[src/rtl/minhash_sketch_engine_pkg.sv]
// proj_pkg: constants and FSM state type shared by minhash_sketch_engine and its lanes
package proj_pkg;
    localparam int BASE_LEN = 2;
    localparam logic [15:0] MULT = 16'h9E37;
    localparam logic [15:0] SEED [4] = '{16'h0000, 16'h5A5A, 16'hC3C3, 16'h1234};
    typedef enum logic [1:0] {FILL, ACCUM, DRAIN, EMIT} state_t;
endpackage

[src/rtl/minhash_sketch_engine_lane.sv]
// minhash_lane: one seeded multiplicative hash lane and its running minimum
module minhash_lane
    import proj_pkg::*;
#(
    parameter int KW = 16,
    parameter int HASH_W = 16,
    parameter logic [HASH_W-1:0] SEED_V = '0
) (
    input  logic              clk,
    input  logic              rst_n,
    input  logic              clear,
    input  logic              en,
    input  logic [KW-1:0]     kmer,
    output logic [HASH_W-1:0] min_val
);
    logic [HASH_W-1:0] hash;
    assign hash = (HASH_W'(kmer) ^ SEED_V) * HASH_W'(MULT);
    always_ff @(posedge clk or negedge rst_n)
        if (!rst_n) min_val <= '1;
        else if (clear) min_val <= '1;
        else if (en && hash < min_val) min_val <= hash;
endmodule

[src/rtl/minhash_sketch_engine.sv]
// minhash_sketch_engine: streaming k-mer MinHash signature, one signature per DNA fragment.
// Define MINHASH_CANON_EN to hash canonical k-mers (smaller of forward and reverse complement).
module minhash_sketch_engine
    import proj_pkg::*;
#(
    parameter int K = 8,
    parameter int NUM_HASH = 4,
    parameter int HASH_W = 16,
    parameter int FRAG_BASES = 64
) (
    input  logic                       clk,
    input  logic                       rst_n,
    input  logic                       in_valid,
    input  logic [BASE_LEN-1:0]        in_base,
    input  logic                       in_last,
    output logic                       out_wait,
    output logic                       sig_valid,
    input  logic                       sig_ready,
    output logic [NUM_HASH*HASH_W-1:0] sig_data,
    output logic                       sig_empty
);
    localparam int KW = K * BASE_LEN;
    localparam int CW = $clog2(FRAG_BASES + 1);
    state_t state, state_nx;
    logic [CW-1:0] cnt;
    logic [KW-1:0] fwd, hash_kmer;
    logic kvalid, accept, frag_end, done;
    assign out_wait  = state == DRAIN || state == EMIT;
    assign sig_valid = state == EMIT;
    assign sig_empty = state == EMIT && cnt < CW'(K);
    assign accept    = in_valid && !out_wait;
    assign frag_end  = accept && (in_last || cnt == CW'(FRAG_BASES - 1));
    assign done      = sig_valid && sig_ready;
    always_ff @(posedge clk or negedge rst_n)
        if (!rst_n) state <= FILL;
        else state <= state_nx;
    always_comb begin
        state_nx = state;
        case (state)
            FILL:    state_nx = frag_end ? DRAIN : (accept && cnt == CW'(K - 2)) ? ACCUM : FILL;
            ACCUM:   state_nx = frag_end ? DRAIN : ACCUM;
            DRAIN:   state_nx = EMIT;
            default: state_nx = done ? FILL : EMIT;
        endcase
    end
    // kvalid marks the k-mer just shifted in; lanes fold it in on the following edge
    always_ff @(posedge clk or negedge rst_n)
        if (!rst_n) begin
            cnt    <= '0;
            fwd    <= '0;
            kvalid <= 1'b0;
        end else if (done) begin
            cnt    <= '0;
            fwd    <= '0;
            kvalid <= 1'b0;
        end else begin
            kvalid <= accept && cnt >= CW'(K - 1);
            if (accept) begin
                cnt <= cnt + 1'b1;
                fwd <= {fwd[KW-BASE_LEN-1:0], in_base};
            end
        end
`ifdef MINHASH_CANON_EN
    logic [KW-1:0] rc;
    // bitwise inversion of a 2-bit code is its complement 3-b
    always_ff @(posedge clk or negedge rst_n)
        if (!rst_n) rc <= '0;
        else if (done) rc <= '0;
        else if (accept) rc <= {~in_base, rc[KW-1:BASE_LEN]};
    assign hash_kmer = fwd < rc ? fwd : rc;
`else
    assign hash_kmer = fwd;
`endif
    for (genvar i = 0; i < NUM_HASH; i++) begin : g_lane
        minhash_lane #(
            .KW(KW),
            .HASH_W(HASH_W),
            .SEED_V(HASH_W'(SEED[i % 4]))
        ) u_lane (
            .clk(clk),
            .rst_n(rst_n),
            .clear(done),
            .en(kvalid),
            .kmer(hash_kmer),
            .min_val(sig_data[i*HASH_W +: HASH_W])
        );
    end
endmodule

[config.mk]
export PLATFORM = sky130hd
export DESIGN_NAME = minhash_sketch_engine
export DESIGN_NICKNAME = d
export VERILOG_FILES = /design/src/rtl/minhash_sketch_engine_pkg.sv /design/src/rtl/minhash_sketch_engine_lane.sv /design/src/rtl/minhash_sketch_engine.sv
export SDC_FILE = /design/constraint.sdc
export NUM_CORES = 1
export LEC_CHECK = 0
export BUFFER_PORTS_ARGS = -buffer_cell sky130_fd_sc_hd__buf_2
export CAP_MARGIN = 20
export CORE_MARGIN = 3
export CORE_UTILIZATION = 65
export CTS_CLUSTER_SIZE = 24
export DETAILED_ROUTE_END_ITERATION = 10
export PLACE_DENSITY = 0.84
export SETUP_SLACK_MARGIN = 0.5
export SYNTH_ARGS = -nofsm -noshare
export SYNTH_HDL_FRONTEND = slang
export SYNTH_HIERARCHICAL = 1
export SYNTH_SLANG_ARGS = --single-unit
[constraint.sdc]
create_clock -name clk -period 7.3 [get_ports clk]
set_input_delay 0.73 -clock clk [delete_from_list [all_inputs] [get_ports clk]]
set_output_delay 0.73 -clock clk [all_outputs]
set_load 0.05 [all_outputs]
==> results.md, run 1 <==
- The initialized floorplan defines 55 standard-cell rows.
- Each instance of the synthesized netlist takes up on average 9.35 µm².
- The kind of end point of the critical path is a flop.
- In this run the tightest slew margin relative to its limit is 42.8%.
- The CTS root buffer is clkbuf_16.
- Synthesis handed over a netlist of 1634 instances.
- Global routing consumed, over all layers together, 29.3% of the routing resources.
- For this run, the leading register cell type out of synthesis is dfstp_2.
- The depth of the worst register-to-register path is 21.
- The worst endpoint data arrival time is 6.87 ns.
- The most common cell type on the critical path is fa_1.
- The H-tree depth is 3.
- The number of antenna violations at the first check in global routing is 1.
- The iteration count of the initial detailed-routing pass is 5.
- The data required time of the critical path is 7.59 ns.
- Setup repair after global routing could not meet its margin everywhere.
- After clock tree synthesis, the flow added hold-fix buffers numbering 0.
- The final clock period utilization by the worst path is 90.1%.
- After routing, the total negative slack on setup checks comes to 0 ns.
- The routed design has 36.9 mm of wire.
- The leftover overflow at the end of global routing is 0.
- The fraction of layout instances using a drive strength above 1 is 13.2%.
- Counting along the longest clock path gives a buffer depth of 2.
- In this run, the number of DRC markers left after iteration 0 of detailed routing was 828.
- The tool flagged a number of max-cap violations equal to 0.
- The reg2reg setup slack is 0.73 ns.
- The total buffers and inverters traversed by the critical path is 5.
- Counting every sink on the clock net gives 90.
- The number of enable-type register cells in the synthesized netlist is 0.
- The share of synthesized registers carrying an async set or reset is 100%.
- Dividing the detail-routed via count by the number of cells gives 5.77.
- The endpoint identified for the worst register-to-register timing path is g_lane[0].u_lane/min_val[13]$_DFFE_PN1P_.
- The total count of hold-check failures in the final report is 0.
- The via count of the first global-routing pass was 12900.
- In this run the remaining antenna-violating nets after routing total 0.
- The DRC violation count after routing is 0.
- The path class of the tightest hold or removal check is primary input to asynchronous set/reset pin.
- The horizontal extent of the die is 159 µm.
- The area added between synthesis and finish is 8.63%.
- The post-synthesis instance area is 15300 µm².
- The I/O pin count is 74.
- Of all nets on the critical path, the largest fanout is 14.
- The cell family with the largest share of critical-path delay is adder cells.
- The post-placement setup slack is 0.162 ns.
- The region available for standard cell placement spans 22800 µm².
- On the worst path, the slowest cell contributes a delay of 0.55 ns.
- The critical path goes through buf_4 -> ha_1 -> fa_1 -> inv_1 -> fa_1 -> inv_1 -> fa_1 -> fa_1 -> inv_1 -> fa_1 -> inv_1 -> ha_1 -> or4_1 -> a21oi_1 -> and4b_4 -> ha_1 -> nand3_2 -> a2111oi_4 -> a21o_1 -> nor2_4 -> a211o_1.
- The count of pins over their slew limit is 0.
- The worst setup path is of the flop to flop kind.
- The worst setup path is launched from a flop.
- The register bit count reported by yosys is 90.
- The cell with the largest stage delay on the worst path is fa_1.
- The global-route wire length before repair is 60.8 mm.
- The half-perimeter wire length after detailed placement is 28.5 mm.
- The die boundary height is 159 µm.
- Buffers placed on the I/O ports in this run total 73.
- In this run the critical register-to-register path is launched from fwd[8]$_DFFE_PN0P_.
- The post-synthesis sequential area ratio is 15.3%.
- Clock-pin slew was measured on the worst setup and hold paths at 0.07 ns.
- Setup slack on the critical path of the routed design comes to 0.726 ns.
- The die covers 25400 µm².
- TritonCTS built the clock tree.
- The initial utilization of the core area, before any placement, comes to 66.9%.
- The net count after synthesis is 2103.
- Setup violations remaining at the end of the flow were counted as 0.
- The final estimated routing congestion in global placement is 0.942.
- In the final routed layout, each cell accounts on average for 18.0 µm.
- The flow ran to the end, and the final reports show no timing, DRC or antenna violations.
- The largest net degree at the start of global routing is 49.
- Derived from the worst setup path, the maximum achievable clock frequency is 152 MHz.
- 0 antenna diodes ended up in the layout.
- On the final layout, the worst clock skew is 0.0101 ns.
- The count of unique library cells instantiated by Yosys is 69.
- The net count reported at finish is 2197.
- For the pin with the worst max-slew slack, the measured transition is 0.857 ns.
- With fillers left out, the area of the finished cells amounts to 16600 µm².
- The area of placed instances is 16100 µm².
- The clock period minus worst slack is 6.57 ns.
- Once layout is complete, the utilization of the core stands at 72.7%.
- Clock tree synthesis inserted a total of 9 buffers.
- The Yosys step of the flow raised 6 warnings.
- The clock insertion delay at the later pin of the skew report is 0.37 ns.
- Summing over every cut layer, the via total after detailed routing is 11800.
[cell usage after synthesis, drive strengths merged, types with 26 or more instances]
master / count / share of area (%)
inv: 441 / 11
fa: 160 / 21
o211ai: 30 / 1.5
a21o: 37 / 1.8
nor2: 35 / 0.88
nand2: 71 / 1.7
a21oi: 79 / 2.7
dfstp: 64 / 11
ha: 302 / 25
nand3: 26 / 0.85
o21ai: 29 / 1.0
dfrtp: 26 / 4.3
xor2: 37 / 2.1
xnor2: 93 / 5.4
[metal layers]
layer,share of wire (%),GRT usage [%]
met3,5.9,5.07
met5,0.035,0
met4,3.7,12.3
met1,39,34.6
met2,51,52.6
[flip-flops by register name, summed over array words and instances, names as in the netlist]
| register | count |
|---|---|
| fwd | 16 |
| g_lane.u_lane/min_val | 64 |
| cnt | 7 |
| kvalid | 1 |
| state | 2 |
[worst max-delay path by stage]
stage	startpoint	endpoint	slack [ns]	cells after the start
3_3_place_gp	fwd[9]$_DFFE_PN0P_	g_lane[2].u_lane/min_val[3]$_DFFE_PN1P_	0.49	25
6_report	fwd[8]$_DFFE_PN0P_	g_lane[0].u_lane/min_val[13]$_DFFE_PN1P_	0.73	21
4_1_cts	fwd[9]$_DFFE_PN0P_	g_lane[2].u_lane/min_val[0]$_DFFE_PN1P_	0.54	25
5_1_grt	fwd[6]$_DFFE_PN0P_	g_lane[1].u_lane/min_val[14]$_DFFE_PN1P_	0.47	26
2_1_floorplan	fwd[0]$_DFFE_PN0P_	g_lane[2].u_lane/min_val[0]$_DFFE_PN1P_	0.82	24
3_5_place_dp	fwd[9]$_DFFE_PN0P_	g_lane[2].u_lane/min_val[15]$_DFFE_PN1P_	0.16	26
[worst reg2reg max path, stage by stage (launching register included)]
cell       delay (ns)
dfrtp_1          0.38
buf_4            0.21
ha_1             0.37
fa_1             0.55
inv_1            0.07
fa_1             0.53
inv_1            0.06
fa_1             0.48
fa_1             0.55
inv_1            0.05
fa_1             0.54
inv_1            0.05
ha_1             0.27
or4_1            0.54
a21oi_1          0.13
and4b_4          0.23
ha_1             0.32
nand3_2          0.12
a2111oi_4        0.37
a21o_1           0.26
nor2_4           0.11
a211o_1          0.32
[through the flow]
step,cells,hold WS [ns]
global placement,2019,0.502
CTS,2035,0.375
finish,2046,0.369
floorplan,1634,0.434
global route,2046,0.398
detailed placement,2019,0.502
[cells by family (layout without fill, tap and decap cells)]
| logic type | count (synthesis) | count (layout) | synth area share [%] |
|---|---|---|---|
| AO/OA/AOI/OAI | 270 | 271 | 12.3 |
| XOR/XNOR | 131 | 131 | 7.70 |
| adder cells (fa/ha/maj) | 462 | 462 | 45.7 |
| buffers and inverters | 462 | 558 | 11.6 |
| flip-flops | 90 | 90 | 15.3 |
| multiplexers | 4 | 4 | 0.262 |
| AND/OR/NAND/NOR | 215 | 217 | 7.20 |
[layout make-up]
cell class                      instances  area [µm²]
Clock buffer                           10         250
Fill cell                            1594        6240
Multi-Input combinational cell       1085       11300
Inverter                              441        1660
Sequential cell                        90        2340
Tap cell                              313         392
Clock inverter                          6        55.1
Timing Repair Buffer                  101         602
[placed cells by master (no fill, tap or decap), types with 17 or more instances in the layout]
cell type and count:
inv_1 440, ha_1 299, fa_1 160, xnor2_1 91
a21oi_1 74, buf_2 72, nand2_1 70, dfstp_2 64
a21o_1 37, xor2_1 37, nor2_1 34, o211ai_1 30
buf_4 25, nand3_1 24, o21ai_0 19, dfrtp_1 19
o21a_1 17
[what timing repair did]
action,4_1_cts,5_1_grt
gates resized for setup,4,31
cloned,0,3
setup buffers,0,8
setup endpoints to repair,20,64
pin swaps,0,5
Power of run 1 is not shown: default switching activity piles up to over one toggle a cycle in this logic, so the estimate is an artifact.
==> inputs of run 2 (changes only) <==
- CORE_MARGIN: 3 -> not set
- SKIP_CTS_REPAIR_TIMING: not set -> 1
==> run 2 against run 1 <==
- register-to-register slack better by 0.02 ns
- cell area shrank 0.38%
- clock skew increased by 0.0084 ns
- worst setup slack gained 0.021 ns
- maximum frequency is 0.33% higher
- count of clock-buffer cells in the layout is 1 lower
- non-clock buffer count rose by 1
- first-iteration DRC count fell by 26%
- utilization is 0.27 points lower
- highest routed layer unchanged
==> results.md, run 2 (synthesis results as in run 1) <==
- The run finished with clean final reports.
- The path type of the worst setup path is flop to flop.
- The iteration count of the initial detailed-routing pass is 5.
- The number of DRC markers after the initial detailed-route iteration is 612.
- Global routing finished with a remaining overflow of 0.
- The clock period minus worst slack is 6.55 ns.
- The clock insertion delay at the later pin of the skew report is 0.37 ns.
- The kind of start point of the critical path is a flop.
- The finished layout holds 2046 standard cells, fillers aside.
- The antenna diode count is 0.
- The tool flagged a number of max-cap violations equal to 0.
- The number of antenna violations at the first check in global routing is 1.
- The combined global-route utilization of all metal layers is 30.8%.
- At the placement stage, the worst setup path has a slack of 0.202 ns.
- The total clock buffers created by CTS is 9.
- Setup repair after global routing left no endpoint under its margin.
- The number of buffers on the longest clock path is 2.
- The highest clock frequency the design can meet is 153 MHz.
- Among the stages of the critical path, the cell type that occurs most often is inv_1.
- Broken down by cell family, the worst path's largest delay share belongs to adder cells.
- The count of pins over their slew limit is 0.
- The final total negative setup slack is 0 ns.
- The total count of hold-check failures in the final report is 0.
- The worst relative slew slack is 46.5%.
- The CTS tree is done.
- CTS saw 90 sinks.
- The cell with the largest stage delay on the worst path is fa_1.
- The number of placement rows is 55.
- The final clock period utilization by the worst path is 89.8%.
- Measured along the x axis, the die boundary spans 155 µm.
- The I/O pin count is 74.
- Hold is met by 0.376 ns.
- The top cell types in the final layout, fill and taps aside, are inv_1 (440), ha_1 (302), fa_1 (160).
- The largest registers in the layout are g_lane.u_lane/min_val x64, fwd x16, cnt x7.
- The number of endpoints failing setup at the final stage is 0.
- The area added between synthesis and finish is 8.22%.
- The H-tree depth is 3.
- The register with the most flip-flops in the final layout is g_lane.u_lane/min_val.
- The net count reported at finish is 2197.
- In this run the worst path has a maximum fanout of 11.
- Port buffering added 73 buffers.
- The congestion estimate from routability-driven global placement came to 0.957.
- The data required time of the critical path is 7.58 ns.
- The total wire length after detailed routing is 35.2 mm.
- The most common cell after layout, fill and taps aside is inv_1.
- The core outline area is 22800 µm².
- The largest net degree at the start of global routing is 48.
- The via count of the first global-routing pass came to 12400.
- The class of the tightest hold or removal check is primary input to asynchronous set/reset pin.
- The register with the most flip-flops in the layout has 64 of them.
- The number of vias per cell is 5.67.
- The die boundary height is 155 µm.
- Once detail routing completed, the nets flagged for antenna violations numbered 0.
- Once the floorplan was initialized, standard cells occupied 66.9% of the core.
- At the pin with the least slew margin, the transition time is 0.803 ns.
- In the routed design, unresolved DRC markers number 0.
- The worst setup path is captured at a flop.
- Together, buffers and inverters on the worst path number 6.
- After detailed routing, the average wire length per cell comes to 17.2 µm.
- The floorplan step defined a die boundary enclosing 24100 µm².
- The cell count after placement is 2019.
- The final route contains 11600 vias.
- The half-perimeter wire length after detailed placement is 27.7 mm.
- Once routing completed, OpenROAD measured the worst setup slack at 0.748 ns.
- The register clock-pin slew on the reported worst setup and hold paths is 0.09 ns.
- Data on the critical path arrives at its endpoint at 6.84 ns.
- On the worst path, the slowest cell contributes a delay of 0.56 ns.
- Across the routed clock network, the largest skew measured is 0.0185 ns.
- The first global-routing pass estimated 58.9 mm of wire.
- Cells with a size suffix above 1 make up 12.6% of the layout.
- The CTS root buffer is clkbuf_16.
run 2: through the flow:
| stage | instance area [µm²] | utilization [%] |
|---|---|---|
| final | 16500 | 72.4 |
| after global routing | 16500 | 72.4 |
| after CTS | 16400 | 71.7 |
| after detailed placement | 16100 | 70.4 |
| after global placement | 16100 | 70.4 |
| after floorplan | 15300 | - |
run 2: per-layer routing:
metal | GRT usage [%] | share of wire, %
met1 | 37.3 | 41
met2 | 54.4 | 50
met3 | 5.63 | 5.9
met4 | 11.9 | 3.2
met5 | 0 | 0.037
run 2: layout make-up:
type | count | area, µm²
well taps | 313 | 392
repair buffers | 102 | 586
flip-flops and latches | 90 | 2350
clock buffers | 9 | 225
multi-input cells | 1084 | 11300
fillers | 1616 | 6310
inverters | 441 | 1660
clock inverters | 7 | 70.1
run 2: path summary, 6_finish.rpt:
kind,start,endpoint,slack [ns],depth (start not counted)
max,fwd[8]$_DFFE_PN0P_,g_lane[2].u_lane/min_val[0]$_DFFE_PN1P_,0.75,25
min,rst_n,fwd[14]$_DFFE_PN0P_,0.38,1
max in group asynchronous,rst_n,g_lane[3].u_lane/min_val[0]$_DFFE_PN1P_,5.92,2
min reg2reg,cnt[5]$_DFFE_PN0P_,cnt[5]$_DFFE_PN0P_,0.53,1
min in group clk,cnt[5]$_DFFE_PN0P_,cnt[5]$_DFFE_PN0P_,0.53,1
max reg2reg,fwd[8]$_DFFE_PN0P_,g_lane[2].u_lane/min_val[0]$_DFFE_PN1P_,0.75,25
Power of run 2 is left out for the same reason.
==> inputs of run 3 (changes only) <==
- CORE_MARGIN: not set -> 2
- CORE_UTILIZATION: 65 -> 40
- PLACE_DENSITY: 0.84 -> not set
==> run 3 against run 2 <==
- wire length fell by 1.8%
- largest cell class unchanged
- flip-flop and latch count unchanged
- count of clock-buffer cells in the layout stayed put
- first-iteration DRC count shrank 36%
- hold slack improved by 0.14 ns
- via count down 5.7%
- highest routed layer is now met4
- maximum frequency is 0.80% higher
- clock skew is essentially flat
- worst setup slack improved by 0.052 ns
- global-route usage decreased by 12 points
==> results.md, run 3 (synthesis results as in run 1) <==
- The largest registers in the layout are g_lane.u_lane/min_val x64, fwd x16, cnt x7.
- The class of the tightest hold or removal check is flop to flop.
- The top cell types in the final layout, fill and taps aside, are inv_1 (439), ha_1 (302), fa_1 (160).
- The final worst slack is 0.800 ns.
- met2 is the most crowded layer.
- The detailed router placed 11000 vias in this run.
- The CTS root buffer is clkbuf_16.
- The area of the die is 39800 µm².
- The worst setup skew after layout is 0.0181 ns.
- The first routing iteration left 391 violations.
- STA puts the critical path data required time at 7.62 ns.
- The detailed-route wire length per cell is 15.4 µm.
- The via count of the first global-routing pass is 11600.
- The register clock-pin slew on the reported worst setup and hold paths is 0.09 ns.
- Measured along the x axis, the die boundary spans 199 µm.
- The final design utilization is 44.6%.
- Dividing the final minimum period by the clock period gives 89.0%.
- Ranked by flip-flop count, first place goes to g_lane.u_lane/min_val.
- Setup repair after global routing could not meet its margin everywhere.
- The initialized floorplan defines 71 standard-cell rows.
- The post-placement setup slack is 0.393 ns.
- The floorplan step defined a core boundary enclosing 37700 µm².
- The worst-case hold slack is 0.518 ns.
- The measured slew at the worst slew-check pin is 0.852 ns.
- For this run, the top clock speed supported by timing is 154 MHz.
- The total clock buffers created by CTS is 9.
- The critical path in this run is classified as flop to flop.
- The clock reaches the later pin of the worst-skew pair after 0.39 ns.
- The H-tree depth is 3.
- The most common cell after layout, fill and taps aside is inv_1.
- The kind of start point of the critical path is a flop.
- The count of clock tree sinks is 90.
- The maximum fanout along the worst path is 14.
- For met3 alone, demand over resource in global routing was 2.51%.
- STA classifies the critical path endpoint as a flop.
- The clock period minus worst slack is 6.50 ns.
- The total count of hold-check failures in the final report is 0.
- The count of pins over their slew limit came to 0.
- The initial utilization of the core area, before any placement, comes to 40.6%.
- The clock passes through at most 2 buffers.
- The final total negative setup slack is 0 ns.
- The total wire length after detailed routing is 34.6 mm.
- In the global route stage, met1 resource usage came out at 25.2%.
- Detailed placement finished with a half-perimeter wire length of 28.0 mm.
- The count of buffers inserted at the top-level ports is 73.
- The die boundary height is 199 µm.
- The antenna diode count is 0.
- Entering global routing, the biggest net connects 59 pins.
- In the routed layout, each cell is associated on average with a via count of 4.89.
- Global routing used 30.7% of the available met2 tracks.
- TritonCTS built the clock tree.
- The first global-routing pass estimated 58.2 mm of wire.
- Global routing finished with a remaining overflow of 0.
- The final estimated routing congestion in global placement is 0.856.
- Across the run, the number of max-cap violations was 0.
- The DRC violation count after routing is 0.
- The count of antenna-violating nets left after detailed routing is 0.
- Across every metal layer, demand over resource in global routing totals 18.5%.
- For this design the top-level I/O count stands at 74.
- Data arrives at the worst endpoint at 6.82 ns.
- Measured against its own limit, the worst slew margin works out to 43.2%.
- From synthesis to final layout, the design area changed by 9.82%.
- The number of flip-flops under the largest register name is 64.
- The flow ran to the end, and the final reports show no timing, DRC or antenna violations.
- The net count reported at finish is 2193.
- The number of antenna violations at the first check in global routing is 0.
- The fraction of layout instances using a drive strength above 1 is 12.4%.
- The first detailed-routing pass ran for 4 iterations.
- The number of endpoints failing setup at the final stage is 0.
## run 3: cell count changes in the layout (fill, tap and decap cells not counted), moves of 3 or more
cell   before  now
buf_4      30   22
buf_6       0    5
inv_6       0    3
inv_8       4    1
## run 3: metal layers
layer,vias up,wire length (µm)
met5,-,0
met4,0,665
met3,40,1060
met2,149,16200
met1,5318,16700
li1,5443,-
## run 3: cell type report
type	instances	area [µm²]
Clock buffer	9	225
Clock inverter	7	81.3
Fill cell	3684	20900
Inverter	441	1660
Multi-Input combinational cell	1082	11200
Sequential cell	90	2340
Tap cell	511	639
Timing Repair Buffer	100	597
## run 3: path summary, 6_finish.rpt
check	cells past startpoint	end	from	slack (ns)
max	21	g_lane[0].u_lane/min_val[13]$_DFFE_PN1P_	fwd[8]$_DFFE_PN0P_	0.80
min	1	cnt[5]$_DFFE_PN0P_	cnt[5]$_DFFE_PN0P_	0.52
max reg2reg	21	g_lane[0].u_lane/min_val[13]$_DFFE_PN1P_	fwd[8]$_DFFE_PN0P_	0.80
min reg2reg	1	cnt[5]$_DFFE_PN0P_	cnt[5]$_DFFE_PN0P_	0.52
max in group asynchronous	2	fwd[4]$_DFFE_PN0P_	rst_n	5.76
min in group asynchronous	1	g_lane[2].u_lane/min_val[8]$_DFFE_PN1P_	rst_n	0.61
## run 3: worst max-delay path, cell delays in order, from the launching register on
cell,delay (ns)
dfrtp_1,0.38
buf_4,0.21
ha_1,0.36
fa_1,0.55
inv_1,0.06
fa_1,0.51
inv_1,0.05
fa_1,0.48
fa_1,0.57
inv_1,0.06
fa_1,0.53
inv_1,0.04
ha_1,0.27
or4_1,0.52
a21oi_1,0.13
and4b_4,0.23
ha_1,0.29
nand3_1,0.16
a2111oi_4,0.32
a21o_1,0.25
nor2_2,0.14
a211o_1,0.33
## run 3: metrics by stage
step / area (µm²) / cells
floorplan: 15300 / 1634
global placement: 16300 / 2216
detailed placement: 16300 / 2216
CTS: 16600 / 2232
global route: 16800 / 2240
finish: 16800 / 2240
Power of run 3 is left out for the same reason.
